**config.mk**
```make
export PLATFORM = sky130hd
export DESIGN_NAME = pipe_skid_reg
export DESIGN_NICKNAME = d
export VERILOG_FILES = /design/src/rtl/pipe_skid_reg.sv
export SDC_FILE = /design/constraint.sdc
export NUM_CORES = 1
export LEC_CHECK = 0
export ABC_AREA = 1
export BUFFER_PORTS_ARGS = -buffer_cell sky130_fd_sc_hd__buf_2
export CORE_UTILIZATION = 42
export DETAILED_ROUTE_END_ITERATION = 8
export GPL_TIMING_DRIVEN = 0
export HOLD_SLACK_MARGIN = 0.05
export PLACE_DENSITY = 0.67
export SLEW_MARGIN = 20
export SYNTH_ARGS = -nofsm -noshare
export SYNTH_HDL_FRONTEND = slang
export SYNTH_SLANG_ARGS = --single-unit
```
**constraint.sdc**
```tcl
create_clock -name clk -period 1.87 [get_ports clk]
set_input_delay 0.0935 -clock clk [delete_from_list [all_inputs] [get_ports clk]]
set_output_delay 0.0935 -clock clk [all_outputs]
set_load 0.05 [all_outputs]
```
**src/rtl/pipe_skid_reg.sv**
```systemverilog
// pipe_skid_reg: pipeline stage register with valid/ready handshake,
// optional one-entry skid buffer, and stage-wide stall (hold) and
// bubble (flush) controls. The payload is split into a control field,
// which reads as zero whenever its entry is invalid, and a data field.
//
// Occupancy is kept as a small state machine whose encoding doubles as
// the per-entry valid bits: bit 0 is the main entry, bit 1 the skid entry.
// With SKID=0 the FULL state is never entered and the skid registers
// stay at their reset value, so they reduce to constants.

module pipe_skid_reg #(
  parameter int CTRL_W = 8,
  parameter int DATA_W = 64,
  parameter int SKID   = 1
) (
  input  logic              clk,
  input  logic              nrst,
  input  logic              stall,
  input  logic              bubble,
  input  logic              i_valid,
  output logic              o_ready,
  input  logic [CTRL_W-1:0] i_ctrl,
  input  logic [DATA_W-1:0] i_data,
  output logic              o_valid,
  input  logic              i_ready,
  output logic [CTRL_W-1:0] o_ctrl,
  output logic [DATA_W-1:0] o_data,
  output logic [1:0]        o_count
);

  // Occupancy states; the encoding is {skid valid, main valid}.
  typedef enum logic [1:0] {
    OCC_EMPTY = 2'b00,
    OCC_ONE   = 2'b01,
    OCC_FULL  = 2'b11
  } occ_e;

  localparam bit HAS_SKID = (SKID != 32'sd0);

  occ_e              occ_q;
  occ_e              occ_d;
  logic [CTRL_W-1:0] m_ctrl_q;
  logic [CTRL_W-1:0] m_ctrl_d;
  logic [DATA_W-1:0] m_data_q;
  logic [DATA_W-1:0] m_data_d;
  logic [CTRL_W-1:0] s_ctrl_q;
  logic [CTRL_W-1:0] s_ctrl_d;
  logic [DATA_W-1:0] s_data_q;
  logic [DATA_W-1:0] s_data_d;

  logic              m_v_s;
  logic              s_v_s;
  logic              in_xfer_s;
  logic              out_xfer_s;

  // Decode the occupancy state into per-entry valid bits and the entry count.
  always_comb begin
    m_v_s   = 1'b0;
    s_v_s   = 1'b0;
    o_count = 2'd0;
    case (occ_q)
      OCC_EMPTY: begin
        m_v_s   = 1'b0;
        s_v_s   = 1'b0;
        o_count = 2'd0;
      end
      OCC_ONE: begin
        m_v_s   = 1'b1;
        s_v_s   = 1'b0;
        o_count = 2'd1;
      end
      OCC_FULL: begin
        m_v_s   = 1'b1;
        s_v_s   = 1'b1;
        o_count = 2'd2;
      end
      default: begin
        m_v_s   = 1'b0;
        s_v_s   = 1'b0;
        o_count = 2'd0;
      end
    endcase
  end

  // Handshake outputs and transfer qualifiers; with a skid entry, ready
  // depends only on registered state so i_ready never reaches o_ready.
  always_comb begin
    o_valid = m_v_s & ~stall;
    if (HAS_SKID) begin
      o_ready = ~s_v_s & ~stall & nrst;
    end else begin
      o_ready = (~m_v_s | i_ready) & ~stall & nrst;
    end
    in_xfer_s  = i_valid & o_ready;
    out_xfer_s = o_valid & i_ready;
    o_ctrl     = m_ctrl_q;
    o_data     = m_data_q;
  end

  // Next-state and payload update: stall holds everything, bubble wipes
  // everything (including the offered input), otherwise move entries in
  // FIFO order. A cleared valid bit always clears its control field.
  always_comb begin
    occ_d    = occ_q;
    m_ctrl_d = m_ctrl_q;
    m_data_d = m_data_q;
    s_ctrl_d = s_ctrl_q;
    s_data_d = s_data_q;
    if (stall) begin
      occ_d = occ_q;
    end else if (bubble) begin
      occ_d    = OCC_EMPTY;
      m_ctrl_d = {CTRL_W{1'b0}};
      m_data_d = {DATA_W{1'b0}};
      s_ctrl_d = {CTRL_W{1'b0}};
      s_data_d = {DATA_W{1'b0}};
    end else begin
      case (occ_q)
        OCC_EMPTY: begin
          if (in_xfer_s) begin
            m_ctrl_d = i_ctrl;
            m_data_d = i_data;
            occ_d    = OCC_ONE;
          end else begin
            occ_d = OCC_EMPTY;
          end
        end
        OCC_ONE: begin
          if (in_xfer_s && out_xfer_s) begin
            // Head leaves while the new beat takes its place.
            m_ctrl_d = i_ctrl;
            m_data_d = i_data;
            occ_d    = OCC_ONE;
          end else if (in_xfer_s) begin
            // Only reachable with a skid entry: downstream stalled, park it.
            if (HAS_SKID) begin
              s_ctrl_d = i_ctrl;
              s_data_d = i_data;
              occ_d    = OCC_FULL;
            end else begin
              occ_d = OCC_ONE;
            end
          end else if (out_xfer_s) begin
            m_ctrl_d = {CTRL_W{1'b0}};
            occ_d    = OCC_EMPTY;
          end else begin
            occ_d = OCC_ONE;
          end
        end
        OCC_FULL: begin
          if (out_xfer_s) begin
            // Skid entry moves up; input cannot arrive since ready is low.
            m_ctrl_d = s_ctrl_q;
            m_data_d = s_data_q;
            s_ctrl_d = {CTRL_W{1'b0}};
            occ_d    = OCC_ONE;
          end else begin
            occ_d = OCC_FULL;
          end
        end
        default: begin
          // Unused encoding: recover to a clean empty stage.
          occ_d    = OCC_EMPTY;
          m_ctrl_d = {CTRL_W{1'b0}};
          m_data_d = {DATA_W{1'b0}};
          s_ctrl_d = {CTRL_W{1'b0}};
          s_data_d = {DATA_W{1'b0}};
        end
      endcase
    end
  end

  // State and payload registers with asynchronous clear.
  always_ff @(posedge clk or negedge nrst) begin
    if (!nrst) begin
      occ_q    <= OCC_EMPTY;
      m_ctrl_q <= {CTRL_W{1'b0}};
      m_data_q <= {DATA_W{1'b0}};
      s_ctrl_q <= {CTRL_W{1'b0}};
      s_data_q <= {DATA_W{1'b0}};
    end else begin
      occ_q    <= occ_d;
      m_ctrl_q <= m_ctrl_d;
      m_data_q <= m_data_d;
      s_ctrl_q <= s_ctrl_d;
      s_data_q <= s_data_d;
    end
  end

endmodule

```
Word-level counts from Yosys, hierarchy flattened

Cells that the tools add are included.

Output and inout port bits: 76
Word-level logic and storage cells: 59
Input port bits: 78
Flip-flop bits (word level): 146

Eq/ne operators: 11
Reductions and logical operators: 8
Bitwise operators: 7
Mux-type cells: 28

Operator list:

| kind                 | count |
|---|---|
| $mux W64             | 6 |
| $pmux W64 S3         | 1 |
| $pmux W64 S2         | 1 |
| $mux W8              | 8 |
| $pmux W8 S3          | 2 |
| $ne A3 B3 Y1 const B | 5 |
| $reduce_and A5 Y1    | 2 |
| $mux W2              | 4 |
| $ne A4 B4 Y1 const B | 2 |
| $reduce_and A4 Y1    | 2 |
| $pmux W2 S3          | 1 |
| $and A1 B1 Y1        | 5 |
| $mux W1              | 4 |
| $pmux W2 S2          | 1 |
| $reduce_or A2 Y1     | 2 |
| $eq A2 B1 Y1 const B | 1 |
| $eq A2 B2 Y1 const B | 1 |
| $logic_not A2 Y1     | 1 |
| $ne A2 B1 Y1 const B | 1 |
| $ne A2 B2 Y1 const B | 1 |
| $not A1 Y1           | 2 |
| $logic_and A1 B1 Y1  | 1 |

Longest topological paths before layout

Gate-level depths: netlist of the first run.

Word-level depth: 10
Depth in mapped cells: 12
Gate-level depth less buffers: 11

Worst setup path before layout of the first run

Ideal clock, no wire load.

Path type: register to output
Start point: register occ_q[0]
End point: output o_ready
Stages on the path, launching flop included: 5
Data required time: 1.776 ns
Path slack: -0.187 ns
Path buffers: 2
Arrival: 1.964 ns
Path through: dfrtp_1 ha_1 buf_2 buf_1 nor2_1

Cells in the longest elaborated chain, start to end: 5

Ends and longest elaborated chain:

| item                        | line | source |
|---|---|---|
| from (decl)                 | 40   | `occ_e occ_q;` |
| from (signal assigned)      | 176  | `occ_q <= OCC_EMPTY;` |
| from (signal assigned)      | 182  | `occ_q <= occ_d;` |
| $eq A2 B2 Y1                | 61   | `case (occ_q)` |
| $mux W1                     | 61   |  |
| $not A1 Y1                  | 90   | `o_ready = ~s_v_s & ~stall & nrst;` |
| $and A1 B1 Y1 (2 in series) | 90   |  |
| to (decl)                   | 21   | `output logic o_ready,` |

Every way passes these cells.

Worst setup path after layout of the first run

Start point: register occ_q[1]
End point: register m_data_q[58] (netlist: o_data[58])

Cells in the longest elaborated chain, start to end: 9
Elaborated cells on any way between the ends: 19
Those cells by class: 5 x eq/ne; 4 x mux; 6 x bitwise; 4 x reduce/logical

Ends and longest elaborated chain:

| item                        | line    | source |
|---|---|---|
| $eq A2 B2 Y1                | 61, 118 |  |
| $mux W1                     | 61      |  |
| $not A1 Y1                  | 90      |  |
| $and A1 B1 Y1 (2 in series) | 90      |  |
| $and A1 B1 Y1               | 94      | `in_xfer_s = i_valid & o_ready;` |
| $logic_and A1 B1 Y1         | 129     | `if (in_xfer_s && out_xfer_s) begin` |
| $ne A3 B3 Y1 (no line)      | n/a     |  |
| $reduce_and A4 Y1 (no line) | n/a     |  |
| to (signal assigned)        | 178     | `m_data_q <= {DATA_W{1'b0}};` |
| to (signal assigned)        | 184     | `m_data_q <= m_data_d;` |
| to (decl)                   | 44      | `logic [DATA_W-1:0] m_data_q;` |

Several ways; a longest one is shown, not always the timed one.
A chain may end at the register's enable or synchronous reset.

==> results.yml, run 1 <==
run:
  cap_viol_max_count: 0
synthesis:
  post-synth-top-area-cell: "dfrtp_1"
  postSynth.asyncResetShare: 1.00
  synth-main-ff-cell: "dfrtp_1"
  synthDistinctLibCells: 26
  synth.cell_area_um2: 7270
  post_synth_most_frequent_cells: "452 x nand2_1, 146 x dfrtp_1, 72 x nand4_1"
  count_of_flip_flops_with_a_built_in_enable_after_synthesis: 0
  synth_adder_area_share: 0.00860
  synth_compound_gate_area_share: 0.0989
  synthMuxAreaShare: 0
  synth_top_area_share: 0.502
  synth_xor_area_frac: 0
  synth_most_common_cell: "nand2_1"
  ys_ff_latch: 146
  post_synth_and_or_nand_nor_area_fraction: 0.322
  synthesis.area_per_instance_um2: 7.91
  synth_sequential_area_ratio: 0.502
  synth_top_family_by_area: "simple AND/OR/NAND/NOR gates"
  net_count_synth: 1003
  synth-warning-count: 0
  postSynthCellCount: 920
  synth.area.top_cells: "dfrtp_1 50%, nand2_1 23%, nand4_1 6.2%, a21oi_1 4.5%, o21ai_0 3.4%"
critical_path:
  path_max_fanout: 6
  worst_path_max_delay_cell: "dfrtp_2"
  endpoint_type_of_the_worst_setup_path: "flop"
  path_cells: "inv_4, ha_4, inv_2, nand2_2, nand3_4, o21bai_4, buf_12, nand3_4, buf_6, nand2_2, nand2_1"
  cp_data_arrival_time_ps: 2190
  startpoint: "occ_q[1]"
  critical-path-max-stage-delay_ps: 450
  critPathKind: "flop to flop"
  r2r-start: "occ_q[1]"
  worstSetupStartpointType: "flop"
  critical_path_required_ps: 2180
detailed_routing:
  first_iter_violations: 357
  routed_via_density: 5.14
  drt_wl_total_um: 22900
  post_drt_wl_per_cell_um: 16.0
  post-route-drc-count: 0
  route.vias.total: 7350
  ant_nets: 0
  drt_pre_antenna_iters: 7
cells_and_area:
  nets: 1283
  finish.utilization: 0.651
  antenna_cells_inserted: 0
  design_area_um2: 10900
  seqCellArea_um2: 3660
  num-fill-cells: 1374
  drive_above_1_share: 0.350
  synthToLayoutAreaGrowth_pct: 49.9
  combined_area_of_the_multi_input_logic_cells_um2: 3600
clock_tree:
  tritoncts_num_sinks: 146
  cts_hold_buf: 72
  source_to_sink_clock_delay_at_the_later_pin_of_the_worst_skew_pair_ps: 420
  maximum_buffer_depth_of_the_clock_tree: 2
  cts-buffers-inserted: 17
  ctsHtreeMaxLevel: 4
  cts_root_buf: "clkbuf_16"
  cts_tree: "built"
  clkTransAtPathRegs_ps: 60
power_and_ir_drop:
  leakagePower_nw: 5.80
  total_power_w: 0.00985
  power.net_switching_w: 0.00329
  p_int_w: 0.00656
  power.density_cell_area_nw_per_um2: 903
  power_frac_comb: 0.262
  seqPwrFrac: 0.371
  switching_share: 0.334
  ir_worst_vdd_mv: 0.705
  pwr-share-clk: 0.367
sta:
  hold_ws_ps: -375
  max_freq_mhz: 531
  worstMarginPinSlew_ps: 523
  setup_slack_ps: -12.6
  timing.final.max_slew_violations: 0
  finalHoldViolations: 90
  finalWorstPathRequiredPeriod_ps: 1880
  setup_viol: 12
  layout_worst_path_cycle_share: 1.01
  fin_worst_skew_ps: 9.12
  slew-limit-headroom: 0.651
  unrepaired_setup_endpoints_after_global_routing: "yes"
min_path:
  worst_hold_path_type: "input pin to asynchronous set/reset pin"
global_routing:
  first_global_vias: 7032
  global_route.overflow_total: 0
  grt_start_max_net_pins: 93
  antenna_found_initial: 0
  grt_use_total: 0.252
  grt_pass1_wl_um: 35500
floorplan:
  starting_density_of_the_core: 0.434
  die-height_um: 134
  fp-row-count: 47
  die_x_um: 134
  dieArea_um2: 17900
  pin_count: 154
  fp.coreArea_um2: 16800
run_status:
  run_status: "finished with violations"
  violations: "hold timing, setup timing"
place:
  port-buffer-count: 153
  placement.setup.worst_slack_ps: -550
  globalplace.congestion: 0.805
  hpwl_um: 13500
  detailed_place.area_um2: 8360
final cells by class:
type / count / share of cell area
flip-flops and latches: 146 / 0.335
multi-input cells: 696 / 0.330
repair buffers: 259 / 0.179
plain buffers: 69 / 0.0697
clock buffers: 20 / 0.0419
well taps: 220 / 0.0252
clock inverters: 9 / 0.0143
inverters: 11 / 0.00470
routing by layer:
metal	GRT usage	share of wire
met1	0.343	0.44
met2	0.413	0.50
met3	0.0453	0.047
met4	0.0688	0.014
met5	0	0
metrics by stage:
stage | instances | TNS, ps
after detailed placement | 1294 | -66210
after global routing | 1430 | -9760
final | 1430 | -54.0
after global placement | 1293 | -593970
after CTS | 1418 | -256
after floorplan | 920 | 0
flip-flops by register name, summed over array words and instances (netlist names):
| name | flops |
|---|---|
| occ_q | 2 |
| o_ctrl | 8 |
| o_data | 64 |
| s_data_q | 64 |
| s_ctrl_q | 8 |
layout by cell type, fill, tap and decap left out, drive strengths merged:
master       synthesis  layout
nand4               72      72
dlygate4sd3          0      72
nor3                 1       1
ha                   5       5
dfrtp              146     146
clkbuf              22      38
o21ai               75      75
clkinvlp             0       3
nor2                 9       9
bufinv               0       4
o21bai               1       1
buf                 47     238
a21oi               65      65
or2                  1       1
inv                 10      10
clkinv               1       3
nand3               10      12
nand2              455     455
power groups by stage:
| stage | combinational (W) | clock (W) | sequential [W] |
|---|---|---|---|
| floorplan | 0.000624 | 0 | 0.00452 |
| global placement | 0.00210 | 0 | 0.00367 |
| detailed placement | 0.00213 | 0 | 0.00368 |
| CTS | 0.00240 | 0.00366 | 0.00363 |
| global route | 0.00275 | 0.00380 | 0.00369 |
| finish | 0.00258 | 0.00361 | 0.00366 |
worst max-delay path: cells and delay by family (launching register included):
family          cells  cell delay [ps]
compound gates      1              170
fa+ha+maj           1              160
buf+inv             4              500
flops               1              450
simple gates        5              490
path summary, 6_finish.rpt:
check	depth (start not counted)	slack, ps	end
setup / recovery	11	-10	o_data[58]
hold / removal	1	-380	o_data[42]
setup reg to reg	11	-10	o_data[58]
hold reg to reg	2	460	o_data[52]
max in group asynchronous	2	1550	occ_q[1]
min in group clk	4	110	occ_q[1]
cells by family (layout without fill, tap and decap cells):
logic type / count (synthesis) / after routing
simple gates: 548 / 550
flops: 146 / 146
compound gates: 141 / 141
buf+inv: 80 / 368
fa+ha+maj: 5 / 5
what timing repair did:
item                                    CTS  global route
endpoints found under the setup margin  146           144
gates cloned                              6             7
hold endpoints to repair                178            90
pin swaps                                 6            25
resized for setup                       101           219
setup buffers                            17             5
No activity file was read; power rests on OpenSTA's default activity.
==> inputs of run 2 (changes only) <==
- CTS_BUF_LIST: default -> sky130_fd_sc_hd__clkbuf_16
- RECOVER_POWER: default -> 50
==> results.yml, run 2 (same netlist as run 1, synthesis figures left out) <==
run_status:
  run_status: "finished with violations"
  violations: "hold timing, setup timing"
cells_and_area:
  num-fill-cells: 1427
  nets: 1284
  finish.utilization: 0.630
  leading_cell_type_in_the_layout_fill_and_taps_excluded: "nand2_1"
  combined_area_of_the_multi_input_logic_cells_um2: 3400
  synthToLayoutAreaGrowth_pct: 45.1
  seqCellArea_um2: 3660
  design_area_um2: 10600
  final_cells: 1431
  drive_above_1_share: 0.304
  antenna_cells_inserted: 0
  most-common-layout-cells: "402 x nand2_1, 155 x buf_2, 144 x dfrtp_1, 72 x nand4_1, 72 x dlygate4sd3_1"
sta:
  finalWorstPathRequiredPeriod_ps: 1930
  max_freq_mhz: 519
  fin_worst_skew_ps: 7.63
  timing.final.max_slew_violations: 0
  unrepaired_setup_endpoints_after_global_routing: "yes"
  setup_slack_ps: -58.2
  slew-limit-headroom: 0.517
  finalHoldViolations: 90
  worstMarginPinSlew_ps: 724
  setup_viol: 33
  hold_ws_ps: -287
  layout_worst_path_cycle_share: 1.03
global_routing:
  first_global_vias: 7076
  global_route.overflow_total: 0
  grt_pass1_wl_um: 35600
  grt_use_total: 0.253
  antenna_found_initial: 0
  grt_start_max_net_pins: 93
floorplan:
  fp.coreArea_um2: 16800
  die_x_um: 134
  fp-row-count: 47
  die-height_um: 134
  starting_density_of_the_core: 0.434
  pin_count: 154
  dieArea_um2: 17900
clock_tree:
  ctsHtreeMaxLevel: 4
  maximum_buffer_depth_of_the_clock_tree: 2
  cts_tree: "built"
  cts_hold_buf: 72
  cts_root_buf: "clkbuf_16"
  cts-buffers-inserted: 17
  source_to_sink_clock_delay_at_the_later_pin_of_the_worst_skew_pair_ps: 420
  tritoncts_num_sinks: 146
  clkTransAtPathRegs_ps: 60
detailed_routing:
  drt_pre_antenna_iters: 5
  drt_wl_total_um: 22400
  first_iter_violations: 400
  routed_via_density: 5.06
  post-route-drc-count: 0
  route.vias.total: 7241
  ant_nets: 0
  post_drt_wl_per_cell_um: 15.7
place:
  port-buffer-count: 153
  hpwl_um: 13500
  placement.setup.worst_slack_ps: -550
  globalplace.congestion: 0.805
  detailed_place.area_um2: 8360
  placed_cells_incl_taps: 1294
run:
  cap_viol_max_count: 0
critical_path:
  cp_data_arrival_time_ps: 2230
  endpoint_type_of_the_worst_setup_path: "flop"
  worstSetupStartpointType: "flop"
  critPathKind: "flop to flop"
  path_max_fanout: 6
  critical_path_required_ps: 2180
power_and_ir_drop:
  total_power_w: 0.00969
  leakagePower_nw: 5.69
  power.density_cell_area_nw_per_um2: 919
  ir_worst_vdd_mv: 0.749
min_path:
  worst_hold_path_type: "input pin to asynchronous set/reset pin"
run 2: cell types whose count changed in the layout (fill, tap and decap cells not counted), sizes merged:
cell / before / now
buf: 238 / 233
clkbuf: 38 / 41
inv: 10 / 11
clkinv: 3 / 5
run 2: critical path: stages (launching register included):
cell and delay, ps:
dfrtp_2 450, inv_4 90, ha_4 160, inv_2 60
nand2_2 80, nand3_4 140, o21bai_4 170, buf_12 150
nand3_4 190, clkbuf_16 230, nand2_2 50, nand2_1 40
run 2: where the power goes:
group,internal (W),switching (W),total (W)
registers,0.00346,0.000191,0.00366
clock network,0.00220,0.00132,0.00351
logic,0.000791,0.00174,0.00253
run 2: worst paths after layout:
kind | cells past startpoint | startpoint | end | slack (ps)
min reg2reg | 2 | o_data[52] | o_data[52] | 460
min in group clk | 4 | stall | occ_q[1] | 90
min | 1 | nrst | o_data[30] | -290
max | 11 | occ_q[1] | o_data[56] | -60
max reg2reg | 11 | occ_q[1] | o_data[56] | -60
max in group asynchronous | 2 | nrst | occ_q[0] | 1400
run 2: layout make-up:
type,instances,share of cell area
sequential,146,0.346
multi-input combinational,696,0.322
timing repair buffer,260,0.178
buffer,69,0.0662
clock buffer,17,0.0403
tap,220,0.0261
clock inverter,12,0.0159
inverter,11,0.00486
run 2: repair_timing:
action	in CTS	in global routing
pin swaps	6	12
setup endpoints to repair	146	144
resized for setup	103	110
endpoints found under the hold margin	178	90
buffers inserted	17	9
gates cloned	7	3
run 2: per-stage QoR:
stage	TNS [ps]	hold slack, ps
2_1_floorplan	0	-202
3_3_place_gp	-593970	316
3_5_place_dp	-66210	178
4_1_cts	-294	-269
5_1_grt	-11680	-239
6_report	-1010	-287
run 2: metal layers:
layer | vias to the layer above | wire, um | track usage
li1 | 3573 | - | -
met3 | 30 | 1090 | 0.0464
met5 | - | 0 | 0
met2 | 233 | 11000 | 0.413
met4 | 0 | 358 | 0.0789
met1 | 3405 | 10000 | 0.342
==> inputs of run 3 (changes only) <==
- ABC_AREA: 1 -> 0
- CORE_ASPECT_RATIO: default -> 0.5
- CORE_MARGIN: default -> 1.5
==> results.yml, run 3 <==
run_status:
  run_status: "finished with violations"
  violations: "hold timing, setup timing"
sta:
  worstMarginPinSlew_ps: 773
  fin_worst_skew_ps: 11.5
  hold_ws_ps: -156
  layout_worst_path_cycle_share: 1.18
  unrepaired_setup_endpoints_after_global_routing: "yes"
  finalHoldViolations: 91
  setup_slack_ps: -333
  finalWorstPathRequiredPeriod_ps: 2200
  slew-limit-headroom: 0.485
  setup_viol: 146
  timing.final.max_slew_violations: 0
  max_freq_mhz: 454
critical_path:
  r2r_slack_ps: -330
  endpoint_type_of_the_worst_setup_path: "flop"
  cp_data_arrival_time_ps: 2500
  timing.rr.end: "o_data[26]"
  worst_r2r_path_depth: 8
  path_max_fanout: 7
  critPathKind: "flop to flop"
  worstSetupStartpointType: "flop"
  r2r-start: "occ_q[0]"
  critical_path_required_ps: 2170
synthesis:
  synth.area.top_cells: "dfrtp_1 54%, a22o_1 9.3%, mux2_2 8.8%, o21ai_0 6.0%, a21oi_1 4.9%"
  synth-main-ff-cell: "dfrtp_1"
  synth_most_common_cell: "dfrtp_1"
  synth_sequential_area_ratio: 0.539
  net_count_synth: 704
  synth-warning-count: 0
  synthesis.area_per_instance_um2: 10.9
  synth_top_area_share: 0.539
  count_of_flip_flops_with_a_built_in_enable_after_synthesis: 0
  postSynth.asyncResetShare: 1.00
  post_synth_most_frequent_cells: "146 x dfrtp_1, 81 x o21ai_0, 72 x a22o_1"
  postSynthCellCount: 621
  synth.cell_area_um2: 6780
  ys_ff_latch: 146
  synthDistinctLibCells: 34
  post-synth-top-area-cell: "dfrtp_1"
global_routing:
  antenna_found_initial: 0
  global_route.overflow_total: 0
  grt_pass1_wl_um: 32000
  grt_start_max_net_pins: 95
  first_global_vias: 6209
  grt_use_total: 0.243
detailed_routing:
  drt_wl_total_um: 20800
  highest_layer: "met4"
  drt_pre_antenna_iters: 6
  detail_route_met3_wl_um: 1080
  route.vias.total: 6215
  ant_nets: 0
  detailroute.wirelength.met2_um: 9890
  post_drt_wl_per_cell_um: 18.3
  routed_via_density: 5.49
  post-route-drc-count: 0
  first_iter_violations: 445
  wl_met1_um: 9530
clock_tree:
  cts_hold_buf: 75
  cts_root_buf: "clkbuf_16"
  source_to_sink_clock_delay_at_the_later_pin_of_the_worst_skew_pair_ps: 420
  cts-buffers-inserted: 17
  maximum_buffer_depth_of_the_clock_tree: 2
  ctsHtreeMaxLevel: 4
  clkTransAtPathRegs_ps: 60
  cts_tree: "built"
  tritoncts_num_sinks: 146
cells_and_area:
  antenna_cells_inserted: 0
  leading_cell_type_in_the_layout_fill_and_taps_excluded: "buf_2"
  most-common-layout-cells: "154 x buf_2, 144 x dfrtp_1, 73 x dlygate4sd3_1, 72 x a22o_1, 70 x o21ai_0"
  nets: 998
  synthToLayoutAreaGrowth_pct: 53.9
  num-fill-cells: 1163
  final_cells: 1132
  seqCellArea_um2: 3660
  combined_area_of_the_multi_input_logic_cells_um2: 3160
  drive_above_1_share: 0.381
floorplan:
  die-height_um: 92.8
  fp.coreArea_um2: 15600
  pin_count: 154
  starting_density_of_the_core: 0.435
  dieArea_um2: 17000
  die_x_um: 183
  fp-row-count: 32
place:
  port-buffer-count: 152
  globalplace.congestion: 0.814
  hpwl_um: 11900
  placed_cells_incl_taps: 978
power_and_ir_drop:
  seqPwrFrac: 0.365
  power_frac_comb: 0.259
  switching_share: 0.317
  p_int_w: 0.00658
  total_power_w: 0.00964
  pwr-share-clk: 0.375
  leakagePower_nw: 4.97
  ir_worst_vdd_mv: 0.699
  power.density_cell_area_nw_per_um2: 924
  power.net_switching_w: 0.00306
run:
  cap_viol_max_count: 0
min_path:
  worst_hold_path_type: "input pin to asynchronous set/reset pin"
[run 3: cell types whose count changed after synthesis, sizes merged, moves of 4 or more]
cell,before,now
a22o,0,72
a22oi,0,8
a32oi,0,8
buf,47,28
clkbuf,22,31
mux2,0,64
nand2,455,65
nand4,72,0
nor2,9,5
o21ai,75,81
[run 3: kinds of logic (layout without fill, tap and decap cells)]
group	count (synthesis)	in the layout	synth area share
buffers and inverters	71	378	0.0500
DFF	146	146	0.539
muxes	64	64	0.106
adders and majority gates	5	5	0.00923
and+or+nand+nor	91	91	0.0596
AOI/OAI and AO/OA	244	244	0.236
[run 3: routing by layer]
layer	global-route usage	up-vias
li1	-	2858
met5	0	-
met3	0.0554	23
met4	0.0806	0
met1	0.328	3115
met2	0.388	219
[run 3: how the worst max path moves through the flow]
stage,cells after the start,from,endpoint
after global routing,8,occ_q[0],o_data[55]
after CTS,9,occ_q[1],o_data[26]
after global placement,6,nrst,o_data[54]
after floorplan,7,occ_q[0],o_data[10]
after detailed placement,7,nrst,o_data[48]
final,8,occ_q[0],o_data[26]
[run 3: power groups by stage]
stage	Combinational, W	Clock, W	Sequential, W
after CTS	0.00244	0.00366	0.00352
final	0.00250	0.00362	0.00352
after floorplan	0.000594	0	0.00435
after global placement	0.00195	0	0.00356
after detailed placement	0.00197	0	0.00356
after global routing	0.00263	0.00383	0.00355
[run 3: through the flow]
stage / area (um^2) / hold WS, ps / util / worst slack (ps) / TNS (ps)
floorplan: 6920 / -202 / - / -403 / -27700
detailed placement: 7970 / 53.1 / 0.512 / -1010 / -107190
global route: 10400 / -79.0 / 0.670 / -386 / -41820
CTS: 10100 / -266 / 0.651 / -368 / -31410
global placement: 7940 / 323 / 0.509 / -2850 / -587410
finish: 10400 / -156 / 0.670 / -333 / -33850
[run 3: worst max-delay path, stage by stage (launching register included)]
cell,delay [ps]
dfrtp_2,430
inv_1,110
ha_4,210
o21ba_2,230
a221oi_4,350
buf_6,200
buf_12,120
buf_8,120
mux2_4,300
[run 3: area by class of cell]
cell class                 instances  area share
multi-input combinational        404       0.302
buffer                            55      0.0440
inverter                          12     0.00456
timing repair buffer             279       0.215
clock inverter                    15      0.0187
clock buffer                      17      0.0408
sequential                       146       0.350
tap                              204      0.0245
[run 3: timing repair]
item | in CTS | in global routing
setup endpoints to repair | 148 | 148
pin swaps | 12 | 18
resized for setup | 122 | 56
buffers inserted | 26 | 18
gates cloned | 5 | 8
hold endpoints to repair | 127 | 91
